File: config.mk
export PLATFORM = sky130hd
export DESIGN_NAME = cordic_vectoring_flat
export DESIGN_NICKNAME = d
export VERILOG_FILES = /design/src/rtl/cordic_pkg.sv /design/src/rtl/cordic_vectoring_if.sv /design/src/rtl/cordic_atan_lut.sv /design/src/rtl/cordic_vectoring.sv /design/src/flat_wrapper.sv
export SDC_FILE = /design/constraint.sdc
export NUM_CORES = 1
export LEC_CHECK = 0
export BUFFER_PORTS_ARGS = -buffer_cell sky130_fd_sc_hd__buf_4
export CAP_MARGIN = 30
export CORE_ASPECT_RATIO = 1.25
export CORE_MARGIN = 2
export CORE_UTILIZATION = 59
export DETAILED_ROUTE_END_ITERATION = 8
export PLACE_DENSITY = 0.88
export SETUP_SLACK_MARGIN = 0.05
export SYNTH_ARGS = -nofsm -noshare
export SYNTH_HDL_FRONTEND = slang
export SYNTH_SLANG_ARGS = --single-unit
File: constraint.sdc
create_clock -name clk -period 7.3 [get_ports clk]
set_input_delay 0.365 -clock clk [delete_from_list [all_inputs] [get_ports clk]]
set_output_delay 0.365 -clock clk [all_outputs]
set_load 0.01 [all_outputs]
File: src/rtl/cordic_pkg.sv
// Shared CORDIC constants: arctangent table, gain compensation and FSM encodings.
package cordic_pkg;

    // atan(2^-i) in binary-angle LSBs (0x4000 = 90 deg); the last entry pads the
    // table to the full 4-bit index range so any counter value has a defined lookup.
    localparam logic [15:0] ATAN_TABLE [16] = '{
        16'h2000, 16'h12E4, 16'h09FB, 16'h0511,
        16'h028B, 16'h0146, 16'h00A3, 16'h0051,
        16'h0029, 16'h0014, 16'h000A, 16'h0005,
        16'h0003, 16'h0001, 16'h0001, 16'h0000
    };

    // 1/1.6468 in Q1.15, removes the CORDIC gain from the final x value.
    localparam logic [15:0] K_INV    = 16'h4DBA;

    // Binary-angle representation of +/-180 degrees.
    localparam logic [15:0] ANGLE_PI = 16'h8000;

    typedef enum logic [1:0] {
        IDLE = 2'd0,
        ITER = 2'd1,
        COMP = 2'd2
    } state_t;

endpackage

File: src/rtl/cordic_vectoring_if.sv
// Request/result bundle between a vector source and the vectoring CORDIC.
interface cordic_vectoring_if #(
    parameter int DATA_W = 16
);
    logic [DATA_W-1:0] x_in;
    logic [DATA_W-1:0] y_in;
    logic              i_valid;
    logic              busy;
    logic              o_valid;
    logic [DATA_W-1:0] angle;
    logic [DATA_W-1:0] magnitude;

    modport master (
        output x_in, y_in, i_valid,
        input  busy, o_valid, angle, magnitude
    );

    modport slave (
        input  x_in, y_in, i_valid,
        output busy, o_valid, angle, magnitude
    );
endinterface

File: src/rtl/cordic_atan_lut.sv
// Combinational arctangent lookup: iteration index -> atan(2^-i) in binary angle.
module cordic_atan_lut
    import cordic_pkg::*;
(
    input  logic [3:0]  idx_i,
    output logic [15:0] atan_o
);

    // Pure table read; the table covers all 16 index values.
    always_comb begin
        atan_o = ATAN_TABLE[idx_i];
    end

endmodule

File: src/rtl/cordic_vectoring.sv
// Iterative vectoring-mode CORDIC: (x,y) -> atan2(y,x) and gain-compensated magnitude.
module cordic_vectoring
    import cordic_pkg::*;
#(
    parameter int DATA_W     = 16,
    parameter int ITERATIONS = 14,
    parameter int GUARD      = 2
) (
    input  logic               clk,
    input  logic               reset,
    cordic_vectoring_if.slave  bus
);

    localparam int         W         = DATA_W + GUARD;
    localparam int         PW        = W + 17;
    localparam logic [3:0] LAST_ITER = 4'(ITERATIONS - 1);

    state_t                   state, state_d;
    logic [3:0]               i, i_d;
    logic signed [W-1:0]      x_reg, x_d;
    logic signed [W-1:0]      y_reg, y_d;
    logic [DATA_W-1:0]        z_reg, z_d;
    logic                     zero_flag_q, zero_flag_d;
    logic                     o_valid_q, o_valid_d;
    logic [DATA_W-1:0]        angle_q, angle_d;
    logic [DATA_W-1:0]        magnitude_q, magnitude_d;

    logic [15:0]              atan_raw;
    logic [DATA_W-1:0]        atan_val;
    logic signed [W-1:0]      x_ext, y_ext;
    logic signed [W-1:0]      x_sh, y_sh;
    logic signed [PW-1:0]     mag_prod, mag_scaled;
    logic [DATA_W-1:0]        mag_sat;

    cordic_atan_lut u_atan_lut (
        .idx_i  (i),
        .atan_o (atan_raw)
    );

    assign atan_val = DATA_W'(atan_raw);

    // Inputs widened by GUARD bits so negating the most negative input and the
    // ~2.33x worst-case growth of x both fit without overflow.
    assign x_ext = {{GUARD{bus.x_in[DATA_W-1]}}, bus.x_in};
    assign y_ext = {{GUARD{bus.y_in[DATA_W-1]}}, bus.y_in};
    assign x_sh  = x_reg >>> i;
    assign y_sh  = y_reg >>> i;

    // Gain compensation with round-half-up, then clamp into the unsigned output range.
    always_comb begin
        mag_prod   = x_reg * $signed({1'b0, K_INV});
        mag_scaled = (mag_prod + PW'(32'sd16384)) >>> 15;
        if (mag_scaled[PW-1])
            mag_sat = '0;
        else if (|mag_scaled[PW-2:DATA_W])
            mag_sat = '1;
        else
            mag_sat = mag_scaled[DATA_W-1:0];
    end

    // Register bank; reset clears every state and output register and overrides the FSM.
    always_ff @(posedge clk) begin
        // NOTE: sequential state uses non-blocking assignments so every register
        // samples the pre-edge values computed by the combinational block.
        if (reset) begin
            state       <= IDLE;
            i           <= '0;
            x_reg       <= '0;
            y_reg       <= '0;
            z_reg       <= '0;
            zero_flag_q <= 1'b0;
            o_valid_q   <= 1'b0;
            angle_q     <= '0;
            magnitude_q <= '0;
        end else begin
            state       <= state_d;
            i           <= i_d;
            x_reg       <= x_d;
            y_reg       <= y_d;
            z_reg       <= z_d;
            zero_flag_q <= zero_flag_d;
            o_valid_q   <= o_valid_d;
            angle_q     <= angle_d;
            magnitude_q <= magnitude_d;
        end
    end

    // Next-state logic: accept/pre-rotate, micro-rotate, then compensate and publish.
    always_comb begin
        // NOTE: every target gets a hold/default value first, so no path through
        // the case statement can leave a signal unassigned and infer a latch.
        state_d     = state;
        i_d         = i;
        x_d         = x_reg;
        y_d         = y_reg;
        z_d         = z_reg;
        zero_flag_d = zero_flag_q;
        o_valid_d   = 1'b0;
        angle_d     = angle_q;
        magnitude_d = magnitude_q;

        case (state)
            IDLE: begin
                if (bus.i_valid) begin
                    // Fold the left half-plane onto the right by a 180 degree turn.
                    if (bus.x_in[DATA_W-1]) begin
                        x_d = -x_ext;
                        y_d = -y_ext;
                        z_d = DATA_W'(ANGLE_PI);
                    end else begin
                        x_d = x_ext;
                        y_d = y_ext;
                        z_d = '0;
                    end
                    i_d         = '0;
                    zero_flag_d = (bus.x_in == '0) && (bus.y_in == '0);
                    state_d     = ITER;
                end
            end

            ITER: begin
                // Rotate towards the x axis; the accumulated angle tracks the rotation.
                if (!y_reg[W-1]) begin
                    x_d = x_reg + y_sh;
                    y_d = y_reg - x_sh;
                    z_d = z_reg + atan_val;
                end else begin
                    x_d = x_reg - y_sh;
                    y_d = y_reg + x_sh;
                    z_d = z_reg - atan_val;
                end
                if (i == LAST_ITER)
                    state_d = COMP;
                else
                    i_d = i + 4'd1;
            end

            COMP: begin
                angle_d     = zero_flag_q ? '0 : z_reg;
                magnitude_d = zero_flag_q ? '0 : mag_sat;
                o_valid_d   = 1'b1;
                state_d     = IDLE;
            end

            default: state_d = IDLE;
        endcase
    end

    assign bus.busy      = (state != IDLE);
    assign bus.o_valid   = o_valid_q;
    assign bus.angle     = angle_q;
    assign bus.magnitude = magnitude_q;

endmodule

File: src/flat_wrapper.sv
// flat-port wrapper written by rule: the top's interface ports become plain ports
module cordic_vectoring_flat import cordic_pkg::*;
#(
    parameter int DATA_W     = 16,
    parameter int ITERATIONS = 14,
    parameter int GUARD      = 2
)
  (clk, reset, bus_x_in, bus_y_in, bus_i_valid, bus_busy, bus_o_valid, bus_angle, bus_magnitude);
  cordic_vectoring_if #(.DATA_W(DATA_W)) bus_i ();
  input  logic clk;
  input  logic reset;
  input wire logic [$bits(bus_i.x_in)-1:0] bus_x_in;
  input wire logic [$bits(bus_i.y_in)-1:0] bus_y_in;
  input wire logic [$bits(bus_i.i_valid)-1:0] bus_i_valid;
  output wire logic [$bits(bus_i.busy)-1:0] bus_busy;
  output wire logic [$bits(bus_i.o_valid)-1:0] bus_o_valid;
  output wire logic [$bits(bus_i.angle)-1:0] bus_angle;
  output wire logic [$bits(bus_i.magnitude)-1:0] bus_magnitude;
  assign bus_i.x_in = bus_x_in;
  assign bus_i.y_in = bus_y_in;
  assign bus_i.i_valid = bus_i_valid;
  assign bus_busy = bus_i.busy;
  assign bus_o_valid = bus_i.o_valid;
  assign bus_angle = bus_i.angle;
  assign bus_magnitude = bus_i.magnitude;
  cordic_vectoring #(.DATA_W(DATA_W), .ITERATIONS(ITERATIONS), .GUARD(GUARD)) u_core (.clk(clk), .reset(reset), .bus(bus_i));
endmodule
==> results of run 1 <==
[layer usage]
layer / global-route usage (%) / part of all wire, % / up-vias
li1: - / - / 6278
met1: 33.32 / 38 / 6317
met2: 55.26 / 51 / 505
met3: 3.291 / 5.1 / 134
met4: 16.35 / 5.6 / 0
met5: 0 / 0 / -
[cell families after synthesis]
family / share of synthesized area (%)
AO/OA/AOI/OAI: 18.44
XOR/XNOR: 8.020
adder cells (fa/ha/maj): 30.44
buffers and inverters: 7.861
flip-flops: 12.31
multiplexers: 8.255
AND/OR/NAND/NOR: 14.67
[critical path, delay by kind of cell, from the launching register on]
family / cells / cell delay [ns]
buffers and inverters: 8 / 0.77
flip-flops: 1 / 0.37
AND/OR/NAND/NOR: 3 / 0.96
XOR/XNOR: 1 / 0.13
AO/OA/AOI/OAI: 8 / 1.55
adder cells (fa/ha/maj): 8 / 3.16
[layout make-up]
class / instances / area (µm²)
Multi-Input combinational cell: 1375 / 12100
Fill cell: 2089 / 8508
Sequential cell: 92 / 1859
Timing Repair Buffer: 130 / 1020
Inverter: 221 / 829.5
Tap cell: 335 / 419.2
Clock buffer: 9 / 225.2
Clock inverter: 7 / 86.33
[layout by cell type, fill, tap and decap left out, drive strengths merged, types with 18 or more instances in the layout]
cell    netlist  final
inv         219    223
ha          172    172
nor2        161    161
a21oi       140    140
buf          24    130
fa          120    120
nand2       106    106
dfxtp        92     92
o21ai        74     74
xor2         69     69
xnor2        68     68
a211oi       35     35
mux2i        33     33
mux4         32     32
nor3         31     31
nand3        31     31
a31oi        20     20
a21o         18     18
[metrics by stage]
step	setup slack (ns)	cell area, µm²
final	0.2379	16540
after global routing	0.004684	16540
after detailed placement	-0.05020	15990
after global placement	0.1427	15970
after floorplan	0.2093	14960
after CTS	0.1301	16320
[how the worst max path moves through the flow]
| stage | end | cells after the start |
|---|---|---|
| floorplan | u_core.bus.magnitude[6] | 23 |
| global placement | u_core.bus.magnitude[14] | 25 |
| CTS | u_core.bus.magnitude[15] | 28 |
| detailed placement | u_core.bus.magnitude[15] | 22 |
| finish | u_core.bus.magnitude[5] | 28 |
| global route | u_core.bus.magnitude[5] | 24 |
[what timing repair did]
item	4_1_cts	5_1_grt
cloned	0	1
setup buffers	0	6
endpoints found under the hold margin	0	0
resized for setup	1	38
endpoints found under the setup margin	16	16
pin swaps	0	23
==> impl_results.md, run 1 <==
- Clock skew: 0.01399 ns
- Final WL: 39500 µm
- Seq/Total Area, Yosys: 12.31%
- DPL Wire Length: 30770 µm
- Slew Limit Headroom: 39.29%
- Layout cells sized above 1: 14.39%
- Ys async rst share: 0%
- DRT iter0 DRCs: 976
- Outcome: finished clean
- Worst flop-to-flop path startpoint: u_core.x_reg[7]
- Slowest CP cell: fa_1
- Wire length per cell: 18.21 µm
- Worst Hold Depth: 3
- Clk_lat worst skew: 0.38 ns
- Placed cells: 2146
- Top post-synthesis cells by area: fa_1 16%, ha_1 14%, dfxtp_1 12%, inv_1 5.5%, mux4_2 4.8%
- CP max stage delay: 0.53 ns
- GRT overflow: 0
- Tot GR Track Use: 29.84%
- Most common cell in the synthesized netlist: inv_1
- Die area: 0.02665 mm²
- Hold/Removal Path Class: input port to flop
- CP Capture Type: flop
- Min Tclk post-route: 7.062 ns
- R2R depth: 28
- Max Freq: 141.6 MHz
- Fin util: 66.03%
- Max Buffers Root-to-Sink: 2
- Vias in the first global route: 13586
- CP startpoint: u_core.x_reg[7]
- Global-route wire length before repair: 64820 µm
- Required @ worst endpoint: 7.59 ns
- Std cell rows: 65
- TritonRoute pass-1 iters: 7
- Clk pin slew, worst setup/hold paths: 0.08 ns
- Antenna cells: 0
- Hold Path Sink: u_core.y_reg[0]
- Die height: 182.0 µm
- Syn Nets: 2097
- Element type at the critical path start: flop
- Synth area leader: fa_1
- Synth warn: 0
- Syn avg cell area: 8.452 µm²
- CTS root buf: clkbuf_16
- Area fraction of the dominant cell type after synthesis: 16.06%
- Max-Cap Viols: 0
- Synthesized cell area: 0.01496 mm²
- Largest net degree at the start of global routing: 72
- RSZ-0062 raised after global routing: false
- Final setup fails: 0
- GP Congestion: 0.9859
- Fin crit share: 96.74%
- Min-delay src: bus_y_in[0]
- Reg2reg setup slack: 0.24 ns
- Seq cells post-synth: 92
- DR vias/cell: 6.101
- Synth top cells by count: 218 x inv_1, 172 x ha_1, 161 x nor2_1
- Vias: 13234
- # IOs: 69
- Hold buffers post-CTS: 0
- Final setup TNS: 0 ns
- Worst Setup Path Type: flop to flop
- Top_reg_cell synth: dfxtp_1
- PortBufs: 68
- DRT antenna net count: 0
- Clk sink count: 92
- Starting density of the core: 59.73%
- Clock buffer count from CTS: 9
- Mapped Cells: 1770
- Reg2Reg Capture Point: u_core.bus.magnitude[5]
- Chip width: 146.4 µm
- # H-tree levels: 3
- CTS tree: yes
- Count of different cell masters after synthesis: 82
- CP max FO: 8
- Placeable Area: 0.02505 mm²
- Final nets: 2156
- Final Hold Violating Endpoints: 0
- Least-Margin Pin Slew: 0.9096 ns
- Initial antenna violation count: 0
- Hold slack: 0.2871 ns
- Worst path arrival time: 7.35 ns
- DRC viols: 0
- Cell Count, Final, Fillers Out: 2169
- Slew Viols, Final: 0
- Post-synth EDFFs: 0
- Synth-to-layout area growth: 10.56%
Power of run 1 is left out: the tool's default activity adds up to more than one toggle a clock period on the data nets, which glitch-free logic cannot reach.
==> run 2: changes to the inputs <==
PLACE_DENSITY = 0.8   (was 0.88)
==> run 2 against run 1 <==
Sequential cell count unchanged. Routed wire length down 1.7%. Non-clock buffer count down 6. First-iteration DRC count down 20%. Highest routed layer unchanged. Clock-buffer cell count unchanged. Clock skew up 0.0050 ns. Global-route usage down 0.28 points. Core utilization about the same. Final cell count down 0.28%. Sequential share of layout area up 0.058 points. Critical path depth down 5.
==> impl_results.md, run 2 (same netlist as run 1, synthesis figures left out) <==
- Min Tclk post-route: 6.958 ns (was 7.062 ns)
- Placeable Area: 0.02505 mm² (unchanged)
- Max Freq: 143.7 MHz (was 141.6 MHz)
- Clock buffer count from CTS: 9 (unchanged)
- Clk sink count: 92 (unchanged)
- Cell repeated most along the worst path: fa_1
- Layout cells sized above 1: 14.33% (was 14.39%)
- Final Hold Violating Endpoints: 0 (unchanged)
- Synth-to-layout area growth: 10.59% (was 10.56%)
- Slowest CP cell: fa_1 (unchanged)
- Antenna cells: 0 (unchanged)
- Largest net degree at the start of global routing: 74 (was 72)
- Slew Viols, Final: 0 (unchanged)
- Placement Cell Area: 0.01592 mm² (was 0.01599 mm²)
- DRT iter0 DRCs: 780 (was 976)
- Die area: 0.02665 mm² (unchanged)
- # IOs: 69 (unchanged)
- Worst Setup Path Type: flop to flop (unchanged)
- GRT overflow: 0 (unchanged)
- GP Congestion: 0.9976 (was 0.9859)
- Outcome: finished clean (unchanged)
- Die height: 182.0 µm (unchanged)
- Clk_lat worst skew: 0.38 ns (about the same)
- DR vias/cell: 6.032 (was 6.101)
- Wire length per cell: 17.95 µm (was 18.21 µm)
- Final WL: 38830 µm (was 39500 µm)
- Tot GR Track Use: 29.56% (was 29.84%)
- Slew Limit Headroom: 40.99% (was 39.29%)
- CP max stage delay: 0.56 ns (was 0.53 ns)
- Commonest non-fill, non-tap cell in the layout: inv_1 (unchanged)
- Global-route wire length before repair: 64060 µm (was 64820 µm)
- Final Cell Area: 0.01654 mm² (about the same)
- Required @ worst endpoint: 7.59 ns (about the same)
- Fin util: 66.05% (was 66.03%)
- Worst path arrival time: 7.25 ns (was 7.35 ns)
- Element type at the critical path start: flop (unchanged)
- Max Buffers Root-to-Sink: 2 (unchanged)
- Vias: 13048 (was 13234)
- Crit path cell chain: ha_1 -> inv_1 -> fa_1 -> inv_1 -> fa_1 -> fa_1 -> fa_1 -> inv_1 -> fa_1 -> inv_1 -> ha_1 -> nand2_1 -> o21ai_1 -> a311o_1 -> a211o_1 -> a221oi_1 -> xnor2_1 -> and3_2 -> nand3_2 -> mux2_4 -> a2bb2oi_4 -> buf_12 -> a311oi_2
- Hold buffers post-CTS: 0 (unchanged)
- Setup WS pre-CTS: -0.1115 ns (was -0.05020 ns)
- Max-Cap Viols: 0 (unchanged)
- Initial antenna violation count: 0 (unchanged)
- Clk pin slew, worst setup/hold paths: 0.09 ns (was 0.08 ns)
- CP max FO: 15 (was 8)
- Fill cells: 2118 (was 2089)
- CTS tree: yes (unchanged)
- # H-tree levels: 3 (unchanged)
- Min setup slack post-route: 0.3419 ns (was 0.2379 ns)
- TritonRoute pass-1 iters: 6 (was 7)
- CTS root buf: clkbuf_16 (unchanged)
- CP Capture Type: flop (unchanged)
- Clock skew: 0.01898 ns (was 0.01399 ns)
- Final setup TNS: 0 ns (unchanged)
- Least-Margin Pin Slew: 0.8839 ns (was 0.9096 ns)
- Final setup fails: 0 (unchanged)
- Final nets: 2150 (was 2156)
- Fin crit share: 95.32% (was 96.74%)
- DRC viols: 0 (unchanged)
- Hold/Removal Path Class: input port to flop (unchanged)
- Vias in the first global route: 13342 (was 13586)
- PortBufs: 68 (unchanged)
- Starting density of the core: 59.73% (unchanged)
- DPL Wire Length: 30370 µm (was 30770 µm)
- Chip width: 146.4 µm (unchanged)
- Most frequent cells in the layout: 217 x inv_1, 163 x ha_1, 159 x nor2_1 (was 216 x inv_1, 164 x ha_1, 159 x nor2_1)
- DRT antenna net count: 0 (unchanged)
- Std cell rows: 65 (unchanged)
## run 2: layer usage
metal | vias up | GRT usage [%] | wire, µm
met1 | 6274 | 32.77 | 14930
met5 | - | 0 | 0
met4 | 0 | 13.98 | 1867
li1 | 6258 | - | -
met2 | 394 | 56.49 | 20480
met3 | 122 | 2.739 | 1554
## run 2: area by class of cell
| type | instances | area (µm²) | area share [%] |
|---|---|---|---|
| clock buffer | 9 | 225.2 | 1.361 |
| clock inverter | 7 | 88.84 | 0.5369 |
| inverter | 221 | 829.5 | 5.014 |
| multi-input combinational | 1375 | 12160 | 73.49 |
| tap | 335 | 419.2 | 2.533 |
| sequential | 92 | 1869 | 11.30 |
| timing repair buffer | 124 | 954.7 | 5.770 |
## run 2: repair_timing
action / CTS / global route
gates cloned: 0 / 1
setup endpoints to repair: 16 / 16
pin swaps: 0 / 17
setup buffers: 0 / 7
gates resized for setup: 1 / 48
## run 2: path summary, 6_finish.rpt
| path | startpoint | to | slack, ns | depth (start not counted) |
|---|---|---|---|---|
| max | u_core.x_reg[14] | u_core.bus.magnitude[6] | 0.34 | 23 |
| min | bus_y_in[0] | u_core.y_reg[0] | 0.27 | 3 |
| max reg2reg | u_core.x_reg[14] | u_core.bus.magnitude[6] | 0.34 | 23 |
| min reg2reg | u_core.z_reg[4] | u_core.z_reg[4] | 0.48 | 2 |
## run 2: through the flow
stage          hold WS (ns)  std cells
3_5_place_dp         0.4708       2139
2_1_floorplan        0.4444       1770
6_report             0.2680       2163
4_1_cts              0.2637       2155
3_3_place_gp         0.4661       2139
5_1_grt              0.2865       2163
## run 2: critical path, delay by kind of cell (launching register included)
| family | cells | cell delay, ns |
|---|---|---|
| buf+inv | 5 | 0.43 |
| xor+xnor | 1 | 0.22 |
| flops | 1 | 0.40 |
| fa+ha+maj | 7 | 3.33 |
| simple gates | 3 | 0.53 |
| mux | 1 | 0.33 |
| compound gates | 6 | 1.63 |
Power of run 2 is left out for the same reason.
